File: config.mk
export PLATFORM = sky130hd
export DESIGN_NAME = anc_fir_mac
export DESIGN_NICKNAME = d
export VERILOG_FILES = /design/src/rtl/anc_pkg.sv /design/src/rtl/bw_mult.sv /design/src/rtl/anc_fir_mac.sv
export SDC_FILE = /design/constraint.sdc
export NUM_CORES = 2
export LEC_CHECK = 0
export CAP_MARGIN = 20
export CORE_UTILIZATION = 57
export DETAILED_ROUTE_END_ITERATION = 16
export PLACE_DENSITY = 0.84
export SYNTH_ARGS = -nofsm -noshare
export SYNTH_HDL_FRONTEND = slang
export SYNTH_SLANG_ARGS = --single-unit
File: constraint.sdc
create_clock -name clk -period 24.2 [get_ports clk]
set_input_delay 7.26 -clock clk [delete_from_list [all_inputs] [get_ports clk]]
set_output_delay 7.26 -clock clk [all_outputs]
set_load 0.01 [all_outputs]
File: src/rtl/anc_pkg.sv
// Shared definitions for the ANC datapath: FIR engine state encoding and a width helper.
package anc_pkg;

   typedef enum logic [1:0] {
      ST_IDLE = 2'd0,
      ST_MAC  = 2'd1,
      ST_OUT  = 2'd2
   } state_e;

   function automatic int unsigned clog2(input int unsigned value);
      int unsigned r;
      r = 0;
      for (int i = 0; i < 32; i++) begin
         if ((64'd1 << i) < 64'(value)) r = i + 1;
      end
      return r;
   endfunction

endpackage

File: src/rtl/bw_mult.sv
// Combinational signed N x N multiplier producing the full 2N-bit two's complement product.
module bw_mult #(
   parameter int unsigned N = 16
) (
   input  logic signed [N-1:0]   a_i,
   input  logic signed [N-1:0]   b_i,
   output logic signed [2*N-1:0] p_o
);

   logic signed [2*N-1:0] a_ext;
   logic signed [2*N-1:0] b_ext;

   always_comb begin
      a_ext = {{N{a_i[N-1]}}, a_i};
      b_ext = {{N{b_i[N-1]}}, b_i};
      p_o   = a_ext * b_ext;
   end

endmodule

File: src/rtl/anc_fir_mac.sv
// Time-multiplexed signed FIR: one tap per cycle through a single bw_mult, one result per sample.
module anc_fir_mac
   import anc_pkg::*;
#(
   parameter int unsigned  N     = 16,
   parameter int unsigned  TAPS  = 16,
   localparam int unsigned AW    = clog2(TAPS),
   localparam int unsigned ACC_W = 2 * N + clog2(TAPS)
) (
   input  logic             clk,
   input  logic             rst,
   input  logic             in_valid,
   output logic             in_ready,
   input  logic [N-1:0]     in_sample,
   input  logic             coef_we,
   input  logic [AW-1:0]    coef_addr,
   input  logic [N-1:0]     coef_wdata,
   output logic             out_valid,
   input  logic             out_ready,
   output logic [ACC_W-1:0] out_data,
   output logic             busy
);

   // k runs one past the last tap; that extra MAC cycle transfers acc into out_data.
   localparam logic [AW:0] KDone = (AW + 1)'(TAPS);

   state_e           state_q, state_d;
   logic [AW:0]      k_q, k_d;
   logic [ACC_W-1:0] acc_q, acc_d;
   logic [ACC_W-1:0] out_q, out_d;
   logic [N-1:0]     x_q [TAPS];
   logic [N-1:0]     x_d [TAPS];
   logic [N-1:0]     c_q [TAPS];
   logic [N-1:0]     c_d [TAPS];

   logic [AW-1:0]         tap_sel;
   logic [N-1:0]          tap_x;
   logic [N-1:0]          tap_c;
   logic signed [2*N-1:0] prod;
   logic [ACC_W-1:0]      prod_ext;

   always_comb begin
      tap_sel  = (k_q == KDone) ? '0 : k_q[AW-1:0];
      tap_x    = x_q[tap_sel];
      tap_c    = c_q[tap_sel];
      prod_ext = {{(ACC_W - 2 * N){prod[2*N-1]}}, prod};
   end

   bw_mult #(
      .N(N)
   ) u_mult (
      .a_i(tap_x),
      .b_i(tap_c),
      .p_o(prod)
   );

   always_comb begin
      state_d   = state_q;
      k_d       = k_q;
      acc_d     = acc_q;
      out_d     = out_q;
      x_d       = x_q;
      c_d       = c_q;
      in_ready  = 1'b0;
      out_valid = 1'b0;
      busy      = 1'b0;
      unique case (state_q)
         ST_IDLE: begin
            in_ready = 1'b1;
            if (coef_we) c_d[coef_addr] = coef_wdata;
            if (in_valid) begin
               x_d[0] = in_sample;
               for (int i = 1; i < int'(TAPS); i++) x_d[i] = x_q[i-1];
               acc_d   = '0;
               k_d     = '0;
               state_d = ST_MAC;
            end
         end
         ST_MAC: begin
            busy = 1'b1;
            if (k_q == KDone) begin
               out_d   = acc_q;
               state_d = ST_OUT;
            end else begin
               acc_d = acc_q + prod_ext;
               k_d   = k_q + (AW + 1)'(1);
            end
         end
         ST_OUT: begin
            busy      = 1'b1;
            out_valid = 1'b1;
            if (out_ready) state_d = ST_IDLE;
         end
         default: state_d = ST_IDLE;
      endcase
   end

   always_ff @(posedge clk or posedge rst) begin
      if (rst) begin
         state_q <= ST_IDLE;
         k_q     <= '0;
         acc_q   <= '0;
         out_q   <= '0;
         for (int i = 0; i < int'(TAPS); i++) begin
            x_q[i] <= '0;
            c_q[i] <= '0;
         end
      end else begin
         state_q <= state_d;
         k_q     <= k_d;
         acc_q   <= acc_d;
         out_q   <= out_d;
         x_q     <= x_d;
         c_q     <= c_d;
      end
   end

   assign out_data = out_q;

endmodule

==> results.md <==
- The floorplan has 93 rows.
- The category of the worst setup path launch point is a flip-flop.
- For this design, the sink count on the clock tree is 591.
- The Yosys warning count is 0.
- Counting flops and latches in the post-synthesis netlist gives 591.
- Setup repair after global routing left no endpoint under its margin.
- The cell sitting at the root of the clock tree is a clkbuf_16.
- The depth of the most critical reg-to-reg path is 39.
- The endpoint class of the critical path is a flip-flop.
- The setup check on the worst reg-to-reg path leaves a slack of 11.60 ns.
- The top cell type by area accounts for 39.6% of the synthesized area.
- The congestion estimate from routability-driven global placement came to 0.931.
- The die is 258 um tall.
- Global routing consumed, over all layers together, 25.3% of the routing resources.
- The placeable core area is 0.0646 sq mm.
- Clock-pin slew was measured on the worst setup and hold paths at 0.06 ns.
- The endpoint identified for the worst register-to-register timing path is acc_q[35]$_DFFE_PP0P_.
- TritonCTS built the clock tree.
- The initial utilization of the core area, before any placement, comes to 57.8%.
- The cell area reported after detailed placement is 0.0387 sq mm.
- The die area is 0.0665 sq mm.
- The maximum clock path buffer count is 3.
- The number of design rule violations left after detail routing is 0.
- Yosys mapped a number of flops with a built-in enable equal to 0.
- Along the worst path, the maximum fanout reaches 70.
- The cts-stage hold buffer count is 0.
- The number of hold-slack violations in the final timing report is 0.
- In the final timing run, aggregate negative setup slack is 0 ns.
- The post-route clock period utilization is 52.1%.
- By area the synthesized netlist is led by dfrtp_1 (40%), mux2_2 (16%), fa_1 (14%), mux4_2 (9.4%), ha_1 (4.1%).
- The clock period minus worst slack is 12.60 ns.
- The setup violation total in the final timing report is 0.
- The flow ran to the end, and the final reports show no timing, DRC or antenna violations.
- Among all flip-flop cells after synthesis, the most frequent one is dfrtp_1.
- On the critical path the largest part of the delay comes from adder cells.
- On the worst path, the slowest cell contributes a delay of 0.83 ns.
- The worst pin sits at a relative slew slack of 22.0%.
- The terminating pin of the worst hold path is out_data[35]$_DFFE_PP0P_.
- After synthesis, the mean cell area works out to 13.0 sq um.
- Data on the critical path is required at its endpoint by 24.69 ns.
- In the final layout, the share of cells above drive strength 1 is 28.5%.
- The critical path buffer and inverter count is 7.
- The final antenna-violating net count is 0.
- Relative to the synthesized area, the layout overhead comes to 9.23%.
- The number of distinct library cell variants in the gate-level netlist after synthesis is 67.
- In this run the critical register-to-register path is launched from k_q[2]$_DFFE_PP0P_.
- The area of combinational cells with multiple inputs is 0.0206 sq mm.
- The routed layout has 22600 vias.
- Summed over all layers, the global routing overflow is 0.
- The worst-margin pin slew is 1.17 ns.
- The max-slew violation total from the final report came to 0.
- Counting every net in the synthesized netlist gives 3293.
- The share of synthesized registers carrying an async set or reset is 100%.
- The sequential cell area is 0.0148 sq mm.
- The number of resized instances in the post-cts repair step is 0.
- The cell with the most instances on the worst path is fa_1.
- The number of detailed-route iterations in the first pass is 8.
- For this run, the top clock speed supported by timing is 0.0793 GHz.
- The synthesized instance count is 2867.
- The signal arrival time at the worst endpoint is 13.09 ns.
- The number of DRC markers after the initial detailed-route iteration is 1461.
- With fillers left out, the area of the finished cells amounts to 0.0408 sq mm.
- The I/O pin count is 80.
- Counting instances in the post-synthesis netlist gives the leading cell types as dfrtp_1 (591), mux2_2 (546), inv_1 (326), fa_1 (264), nand2_1 (181).
- The layout net count is 3316.
- The largest clock skew in the final design is 0.0691 ns.
- The sum of routed wire length over all layers is 80.7 mm.
- The number of global-route vias before repair is 25000.
- The number of antenna violations at the first check in global routing is 3.
- The clock tree synthesis step divided the H-tree into 2 levels.
- The slowest stage of the critical path is the buf_4 cell.
- The leading area contributor after synthesis is dfrtp_1.
- The later pin in the worst-skew pair is clocked with a latency of 0.67 ns.
- The number of cells on the worst hold path is 2.
- The tightest min-delay check is of the flip-flop to flip-flop type.
- The critical path in this run is classified as flip-flop to flip-flop.
- Across the run, the number of max-cap violations was 0.
- Summed over all nets, the half-perimeter wirelength after detailed placement is 55.0 mm.
- The most common cell in the synthesized netlist is dfrtp_1.
- The startpoint of the worst hold path is out_data[35]$_DFFE_PP0P_.
- The first global-routing pass estimated 133 mm of wire.
- The number of setup buffers added after CTS is 0.
- The die is 258 um wide.
- The detail-routed net length per standard cell is 21.3 um.
- The post-synthesis instance area is 0.0373 sq mm.
- The detail-routed via count per cell is 5.96.
- The pin count of the biggest net entering global routing is 150.
- Final hold analysis gives a worst-case slack of 0.487 ns.
- The number of input and output port buffers inserted is 79.
- The share of synthesized area occupied by flip-flops and latches is 39.6%.
- The CTS buffer count is 59.
- After filler insertion, the fill cell instance count of the layout stands at 4513.
==> how the worst max path moves through the flow <==
stage,end,start,cells past startpoint
6_report,acc_q[35]$_DFFE_PP0P_,k_q[2]$_DFFE_PP0P_,39
5_1_grt,acc_q[35]$_DFFE_PP0P_,k_q[2]$_DFFE_PP0P_,39
4_1_cts,acc_q[35]$_DFFE_PP0P_,k_q[2]$_DFFE_PP0P_,39
3_5_place_dp,acc_q[35]$_DFFE_PP0P_,k_q[2]$_DFFE_PP0P_,39
3_3_place_gp,acc_q[35]$_DFFE_PP0P_,k_q[2]$_DFFE_PP0P_,39
2_1_floorplan,acc_q[0]$_DFFE_PP0P_,rst,1
==> tightest hold or removal path, cell delays in order (launching register included) <==
cell and delay, ns:
dfrtp_1 0.34, nand2_1 0.05, o21ai_0 0.06
==> cells in the final DEF, fill, tap and decap left out, types with 41 or more instances in the layout <==
cell type / Yosys / layout
a21oi_1: 56 / 56
and2_1: 124 / 124
mux4_2: 156 / 156
o21ai_0: 57 / 57
mux2_2: 546 / 546
dfrtp_1: 591 / 589
nand2_1: 181 / 179
clkdlybuf4s50_1: 0 / 79
fa_1: 264 / 264
xnor2_1: 41 / 41
nor2_1: 43 / 43
inv_1: 326 / 325
clkbuf_16: 0 / 59
ha_1: 121 / 121
==> logic make-up after synthesis <==
family	count (synthesis)	synth area share, %
buffers and inverters	474	5.23
AO/OA/AOI/OAI	211	3.58
XOR/XNOR	68	1.63
flip-flops	591	39.6
multiplexers	708	26.0
adder cells (fa/ha/maj)	385	18.2
AND/OR/NAND/NOR	430	5.68
==> metal layers <==
metal / up-vias / global-route usage [%] / wire length [um]
met2: 751 / 43.0 / 40800
met5: - / 0 / 10
met3: 196 / 4.25 / 4570
met1: 11800 / 33.0 / 32800
li1: 9842 / - / -
met4: 2 / 8.46 / 2540
==> area by class of cell <==
cell class	instances	area share (%)
multi-input cells	1802	50.6
flip-flops and latches	591	36.3
clock buffers	85	4.11
inverters	326	3.02
repair buffers	110	2.73
well taps	855	2.62
clock inverters	20	0.644
diodes	2	0.0123
==> state kept, by name, summed over array words and instances, names as in the netlist <==
register	flops
c_q	256
k_q	5
acc_q	36
x_q	256
state_q	2
out_data	36
==> stage by stage <==
step | cells | setup WS (ns) | util (%)
final | 3791 | 11.60 | 63.1
after global routing | 3791 | 10.85 | 63.1
after CTS | 3784 | 11.69 | 62.9
after detailed placement | 3679 | 11.82 | 59.9
after global placement | 3679 | 12.00 | 59.9
after floorplan | 2867 | 0.400 | -
Power is not shown: default switching activity piles up to over one toggle a cycle in this logic, so the estimate is an artifact.
